File: src/rtl/lcd_frame_streamer.sv
// lcd_frame_streamer: fetches bitmap rows and streams a full-window RGB565 frame to an ST7735-class SPI LCD.
module lcd_frame_streamer #(
   parameter int          LCD_H    = 162,
   parameter int          LCD_W    = 132,
   parameter int          CLK_DIV  = 2,
   parameter logic [15:0] FG_COLOR = 16'hFFFF,
   parameter logic [15:0] BG_COLOR = 16'h0000
) (
   input  logic             clk,
   input  logic             rst,
   input  logic             start,
   output logic [7:0]       ram_addr,
   input  logic [LCD_W-1:0] ram_data,
   output logic             lcd_sclk,
   output logic             lcd_mosi,
   output logic             lcd_cs_n,
   output logic             lcd_dc,
   output logic             busy,
   output logic             frame_done
);
   localparam int PW = $clog2(CLK_DIV + 1);
   localparam int CW = $clog2(LCD_W + 1);
   typedef enum logic [2:0] {IDLE, HDR, FETCH, PIX, FIN} state_t;
   state_t state;
   logic [PW-1:0] ph;
   logic [3:0] nb, hi, hn;
   logic [15:0] sh, pw, fw_word;
   logic [7:0] hb;
   logic [CW-1:0] cl;
   logic [LCD_W-1:0] rowbuf;
   logic fw, ph_end, bit_end, unit_end;
   function automatic logic [7:0] hdr_byte(input logic [3:0] i);
      return i == 4'd0 ? 8'h2A : i == 4'd4 ? 8'(LCD_W - 1) : i == 4'd5 ? 8'h2B :
             i == 4'd9 ? 8'(LCD_H - 1) : i == 4'd10 ? 8'h2C : 8'h00;
   endfunction
   function automatic logic [15:0] color(input logic b);
      return b ? FG_COLOR : BG_COLOR;
   endfunction
   assign lcd_mosi = sh[15];
   always_comb begin
      hn = hi + 4'd1;
      hb = hdr_byte(hn);
      pw = color(rowbuf[0]);
      fw_word = color(ram_data[0]);
      ph_end = ph == PW'(CLK_DIV - 1);
      bit_end = ph_end && lcd_sclk;
      unit_end = bit_end && nb == 4'd0;
   end
   always_ff @(posedge clk) begin
      if (rst) begin
         state <= IDLE;
         lcd_cs_n <= 1'b1;
         lcd_sclk <= 1'b0;
         lcd_dc <= 1'b0;
         busy <= 1'b0;
         frame_done <= 1'b0;
         ram_addr <= 8'd0;
         ph <= '0;
         nb <= 4'd0;
         hi <= 4'd0;
         sh <= 16'd0;
         cl <= '0;
         rowbuf <= '0;
         fw <= 1'b0;
      end else begin
         case (state)
            IDLE: begin
               frame_done <= 1'b0;
               if (start && !frame_done) begin
                  state <= HDR;
                  lcd_cs_n <= 1'b0;
                  busy <= 1'b1;
                  ram_addr <= 8'd0;
                  hi <= 4'd0;
                  sh <= {8'h2A, 8'h00};
                  lcd_dc <= 1'b0;
                  nb <= 4'd7;
                  ph <= '0;
               end
            end
            HDR, PIX: begin
               ph <= ph_end ? '0 : ph + PW'(1);
               if (ph_end) lcd_sclk <= !lcd_sclk;
               if (bit_end && nb != 4'd0) begin
                  sh <= sh << 1;
                  nb <= nb - 4'd1;
               end
               if (unit_end) begin
                  if (state == HDR) begin
                     if (hi == 4'd10) state <= FETCH;
                     else begin
                        hi <= hn;
                        sh <= {hb, 8'h00};
                        lcd_dc <= !(hn == 4'd5 || hn == 4'd10);
                        nb <= 4'd7;
                     end
                  end else if (cl == '0) begin
                     if (ram_addr == 8'(LCD_H - 1)) state <= FIN;
                     else begin
                        ram_addr <= ram_addr + 8'd1;
                        state <= FETCH;
                     end
                  end else begin
                     cl <= cl - CW'(1);
                     sh <= pw;
                     rowbuf <= rowbuf >> 1;
                     nb <= 4'd15;
                  end
               end
            end
            FETCH: begin
               // address settles in the first cycle, row is captured at the end of the second
               fw <= 1'b1;
               if (fw) begin
                  fw <= 1'b0;
                  rowbuf <= ram_data >> 1;
                  sh <= fw_word;
                  nb <= 4'd15;
                  cl <= CW'(LCD_W - 1);
                  lcd_dc <= 1'b1;
                  state <= PIX;
               end
            end
            FIN: begin
               lcd_cs_n <= 1'b1;
               frame_done <= 1'b1;
               busy <= 1'b0;
               sh <= 16'd0;
               lcd_dc <= 1'b0;
               state <= IDLE;
            end
            default: state <= IDLE;
         endcase
      end
   end
endmodule

File: config.mk
export PLATFORM = sky130hd
export DESIGN_NAME = lcd_frame_streamer
export DESIGN_NICKNAME = d
export VERILOG_FILES = /design/src/rtl/lcd_frame_streamer.sv
export SDC_FILE = /design/constraint.sdc
export NUM_CORES = 1
export LEC_CHECK = 0
export BUFFER_PORTS_ARGS = -buffer_cell sky130_fd_sc_hd__buf_2
export CORE_MARGIN = 4
export CORE_UTILIZATION = 45
export CTS_BUF_LIST = sky130_fd_sc_hd__clkbuf_16
export DETAILED_ROUTE_END_ITERATION = 10
export GPL_ROUTABILITY_DRIVEN = 0
export PLACE_DENSITY = 0.64
export SLEW_MARGIN = 20
export SYNTH_ARGS = -nofsm -noshare
export SYNTH_HDL_FRONTEND = slang
export SYNTH_SLANG_ARGS = --single-unit
File: constraint.sdc
create_clock -name clk -period 2.8 [get_ports clk]
set_clock_uncertainty 0.15 [all_clocks]
set_input_delay 0.28 -clock clk [delete_from_list [all_inputs] [get_ports clk]]
set_output_delay 0.28 -clock clk [all_outputs]
set_load 0.02 [all_outputs]
# After elaboration in Yosys (flattened, before gate mapping)

Cells that the tools add are included.

Register bits: 183
Input port bits: 135
Output and inout bits: 14

Add/subtract/negate cells: 5
Reductions and logical operators: 29
Muxes and demuxes: 66
Equal/unequal tests: 22

Operators by type and width:

| operator                                                              | number |
|---|---|
| 132-bit 2-to-1 mux                                                    | 4 |
| 132-bit one-hot mux with 2 select lines                               | 1 |
| 16-bit 2-to-1 mux                                                     | 9 |
| 8-bit 2-to-1 mux                                                      | 13 |
| 16-bit one-hot mux with 4 select lines                                | 1 |
| 4-bit 2-to-1 mux                                                      | 11 |
| 8-bit one-hot mux with 2 select lines                                 | 2 |
| 3-bit 2-to-1 mux                                                      | 7 |
| 2-bit != test, second input constant                                  | 9 |
| 5-bit AND reduction                                                   | 3 |
| 4-bit equality test, second input constant                            | 3 |
| 4-bit one-hot mux with 3 select lines                                 | 1 |
| 6-bit AND reduction                                                   | 2 |
| 3-bit one-hot mux with 3 select lines                                 | 1 |
| 8-bit by 1-bit adder with 8-bit output, second input constant         | 1 |
| 4-bit by 3-bit equality test with 1-bit output, second input constant | 2 |
| 8-bit equality test, second input constant                            | 1 |
| 4-bit logical NOT                                                     | 2 |
| 8-bit logical NOT                                                     | 1 |
| 4-bit one-hot mux with 2 select lines                                 | 1 |
| 4-bit nonzero test                                                    | 2 |
| 8-bit by 1-bit subtractor with 8-bit output, second input constant    | 1 |
| 1-bit 2-to-1 mux                                                      | 7 |
| 3-bit by 2-bit equality test with 1-bit output, second input constant | 2 |
| 21 further kinds                                                      | 35 |

# Longest topological paths before layout

Depth after elaboration: 11
Gate-level depth with buffers: 10
Depth with buffers taken out: 8

# Worst setup path before layout

Ideal clock, no wire load.

Kind: register to register
Start: reg ram_addr[1]
End: reg ram_addr[7]
Arrival: 1.915 ns
Cell stages (with the launch flop): 9
Clock period less this slack: 2.198 ns
Slack: 0.602 ns
Required time: 2.517 ns
Cells stage by stage: dfxtp_1 > inv_1 > ha_1 > nor4bb_1 > a31o_2 > a221oi_2 > nand4_1 > xor2_1 > nor2_1

Longest elaborated chain between the ends: 6

RTL lines:

| element                                | line | source |
|---|---|---|
| start, declared                        | 12   | `output logic [7:0] ram_addr,` |
| start signal, assigned                 | 100  | `ram_addr <= ram_addr + 8'd1;` |
| 8-bit by 1-bit adder with 8-bit output | 100  |  |
| 8-bit 2-to-1 mux                       | 98   | `if (ram_addr == 8'(LCD_H - 1)) state <= FIN;` |
| 8-bit 2-to-1 mux                       | 97   | `end else if (cl == '0) begin` |
| 8-bit 2-to-1 mux                       | 89   | `if (state == HDR) begin` |
| 8-bit 2-to-1 mux                       | 88   | `if (unit_end) begin` |
| 8-bit one-hot mux with 2 select lines  | 66   | `case (state)` |

Several ways; a longest one is shown, not always the timed one. The select of a mux whose other input is x is not followed.
A chain may end at the register's enable or synchronous reset.

# Final worst setup path

Start: reg nb[0]
End: reg sh[4]

Longest elaborated chain between the ends: 7

RTL lines:

| element                                     | line   | source |
|---|---|---|
| start, declared                             | 26     | `logic [3:0] nb, hi, hn;` |
| start signal, assigned                      | 86     | `nb <= nb - 4'd1;` |
| 4-bit nonzero test                          | 84     | `if (bit_end && nb != 4'd0) begin` |
| 1-bit logical AND                           | 84     |  |
| 16-bit 2-to-1 mux                           | 84     |  |
| 16-bit 2-to-1 mux, on equally long branches | 97, 90 |  |
| 16-bit 2-to-1 mux                           | 89     |  |
| 16-bit 2-to-1 mux (*)                       | 88     |  |
| 16-bit one-hot mux with 4 select lines (*)  | 66     |  |
| end signal, assigned                        | 75     | `sh <= {8'h2A, 8'h00};` |
| end signal, assigned                        | 93     | `sh <= {hb, 8'h00};` |
| end signal, assigned                        | 105    | `sh <= pw;` |
| end, declared                               | 27     | `logic [15:0] sh, pw, fw_word;` |

Mark *: on every way between the ends. The rest lies on a longest branch, timed or not.

==> key figures <==
Drt
  – Wire per inst: 14.70 um
  – First DRT Iteration DRCs: 548
  – DR vias/cell: 5.417
  – First drt pass iteration count: 5
  – DRC: 0
  – Routed wire length: 24220 um
  – Via count: 8922
  – Final ANT Viol Nets: 0

Setup path
  – R2r setup slk: 0.25 ns
  – Worst reg-to-reg path cell count: 7
  – Crit path launch type: register
  – Reg2Reg Capture Point: sh[4]
  – Worst Setup End Kind: register
  – Worst Setup Path Type: register to register
  – Crit-path max FO: 11
  – Worst R2R Start: nb[0]
  – Worst Path Arrival: 2.73 ns
  – CP required: 2.98 ns

Floorplanning
  – Die width: 152.0 um
  – Core area: 0.02030 sq mm
  – Initial Util: 0.4595
  – Die Area: 0.02309 sq mm
  – DIE HEIGHT: 152.0 um
  – Number of top-level pins: 149
  – # rows: 52

Cells and area
  – Design area: 0.01216 sq mm
  – Synth-to-Final Area Change: 30.37%
  – Diode count: 0
  – Layout cell share with drive strength beyond 1: 0.2237
  – Total Nets Final: 1507

STA
  – Final setup fails: 0
  – Final Critical Period: 2.551 ns
  – Fmax: 0.3920 GHz
  – Slew Limit Fails: 0
  – Fin Setup TNS: 0 ns
  – Period Utilization, post-route: 0.9111
  – Relative slew slack: 0.5589
  – Final hold violations: 0
  – Worst-margin pin slew: 0.6608 ns
  – RSZ-0062 raised after global routing: no

Yosys
  – Synth Net Count: 1285
  – Async SR Flop Fraction: 0
  – Seq/Total Area, Yosys: 0.3906
  – Synth top area cells: dfxtp_1 (39%), a311oi_2 (14%), nand2_1 (13%)
  – Synthesized area: 0.009328 sq mm
  – Commonest cells post-synth: nand2_1 (324), dfxtp_1 (182), nor2_1 (176)
  – Top-area cell type share of the netlist area: 0.3906
  – Main synth FF type: dfxtp_1
  – Number of library cell types mapped by synthesis: 58
  – EDFF count, synth: 0
  – Cells after Synth: 1142
  – Area leader, netlist: dfxtp_1
  – Flops & latches, synth: 182
  – Yosys warns: 0
  – Most common cell in the netlist: nand2_1
  – Syn_area_per_cell: 8.168 sq um

Global routing
  – Vias in the first global route: 8616
  – Largest net degree at the start of global routing: 83
  – Final global-route overflow total: 0
  – First-pass GRT wire length: 41030 um
  – Initial antenna violation count: 0
  – Total GRT Usage: 0.2056

Clock network
  – CTS Buffer Depth: 2
  – TritonCTS clock tree: built
  – # clock sinks: 182
  – Reg clk slew, reported paths: 0.07 ns
  – Cts bufs inserted: 17
  – CTS root buf: clkbuf_16
  – Worst-Skew Late Latency: 0.43 ns
  – H-Tree Depth: 4
  – Setup Fix Bufs, Post-CTS: 0

Worst hold path
  – Min-Delay Path Depth: 3
  – Hold Crit Class: primary input to register
  – Hold Path End: rowbuf[129]
  – Worst hold path startpoint: ram_data[130]

Pwr
  – P_sw: 2.382 mW
  – Clock share of power: 0.346
  – Pwr dens: 595.1 mW/mm^2
  – Comb power frac: 0.250
  – Pleak: 4.098 nW
  – Reg power frac: 0.405
  – Worst VDD drop: 0.0004417 V
  – Switching Share: 0.3291
  – P_int: 4.855 mW

Place
  – Placed inst area: 0.01031 sq mm
  – PortBufs: 148
  – DP HPWL: 14650 um

Run status
  – Status: complete, no violations

Flow run
  – Max-Cap Viols: 0
## metrics by stage
stage,utilization,std cells,setup WS (ns),hold slack [ns],power [mW]
2_1_floorplan,-,1142,0.6022,0.2772,4.174
3_3_place_gp,0.5078,1491,0.4263,0.2912,4.627
3_5_place_dp,0.5078,1491,0.3138,0.2981,4.643
4_1_cts,0.5991,1647,0.2819,0.0001570,7.274
5_1_grt,0.5991,1647,0.08823,0.009660,7.622
6_report,0.5991,1647,0.2490,0.007619,7.237
## sequential cells by signal (all words and copies together), names as in the netlist
| name | flops |
|---|---|
| ph | 2 |
| frame_done | 1 |
| fw | 1 |
| sh | 16 |
| lcd_dc | 1 |
| nb | 4 |
| lcd_cs_n | 1 |
| cl | 8 |
| state | 3 |
| hi | 4 |
| ram_addr | 8 |
| busy | 1 |
| lcd_sclk | 1 |
| rowbuf | 131 |
## layout make-up
type                            instances  area (sq um)
Clock buffer                           17         425.4
Multi-Input combinational cell        852          5199
Fill cell                            1781          8139
Timing Repair Buffer                  301          2331
Sequential cell                       182          3643
Inverter                               10         37.54
Clock inverter                         15         186.4
Tap cell                              270         337.8
## placed cells by master, fill, tap and decap left out, types with 6 or more instances in the layout
| cell | count |
|---|---|
| a311oi_1 | 56 |
| buf_2 | 147 |
| mux2i_1 | 6 |
| nor2_1 | 176 |
| ha_1 | 8 |
| nor2b_1 | 9 |
| a31o_1 | 9 |
| nand2b_1 | 9 |
| buf_4 | 19 |
| dlygate4sd3_1 | 124 |
| inv_1 | 10 |
| xor2_1 | 12 |
| and3_1 | 7 |
| a21oi_1 | 31 |
| buf_12 | 10 |
| a311oi_2 | 90 |
| nand4_1 | 7 |
| clkbuf_16 | 17 |
| nand3_1 | 14 |
| dfxtp_1 | 182 |
| nand2_1 | 323 |
| nor3_1 | 7 |
| o21ai_0 | 19 |
## cell families (layout without fill, tap and decap cells)
kind of cell | count (synthesis) | count (layout) | share of synthesized area
and+or+nand+nor | 578 | 578 | 0.2562
AOI/OAI and AO/OA | 244 | 244 | 0.2667
DFF | 182 | 182 | 0.3906
buffers and inverters | 108 | 343 | 0.05433
xor gates and xnor gates | 16 | 16 | 0.01502
adders and majority gates | 8 | 8 | 0.01073
muxes | 6 | 6 | 0.006439
## worst max-delay path: stages, from the launching register on
cell,delay [ns]
dfxtp_1,0.33
inv_1,0.06
ha_1,0.18
nor3b_2,0.35
and2_1,0.33
nand3_1,0.43
a31o_1,0.32
a311oi_1,0.29
## what timing repair did
action	in CTS	in global routing
endpoints found under the hold margin	124	0
gates resized for setup	0	0
hold buffers	124	0
## metal layers
layer  up-vias  global-route usage  part of all wire
met4         0             0.07620             0.025
met1      4197              0.2651              0.45
met5         -                   0                 0
li1       4483                   -                 -
met2       191              0.3493              0.49
met3        51             0.03129             0.036
## power by group through the flow
stage | logic [mW] | registers (mW) | clock network [mW]
finish | 1.81 | 2.93 | 2.50
global route | 2.01 | 2.96 | 2.66
CTS | 1.80 | 2.93 | 2.55
detailed placement | 1.66 | 2.98 | 0
global placement | 1.64 | 2.98 | 0
floorplan | 1.23 | 2.95 | 0
## worst max path at each step
| stage | from | to | cells after the start |
|---|---|---|---|
| after global routing | nb[0] | sh[4] | 7 |
| after detailed placement | nb[0] | sh[4] | 7 |
| after CTS | nb[0] | sh[4] | 7 |
| after floorplan | ram_addr[1] | ram_addr[7] | 8 |
| after global placement | nb[0] | rowbuf[94] | 9 |
| final | nb[0] | sh[4] | 7 |
No activity file was read; power rests on OpenSTA's default activity.
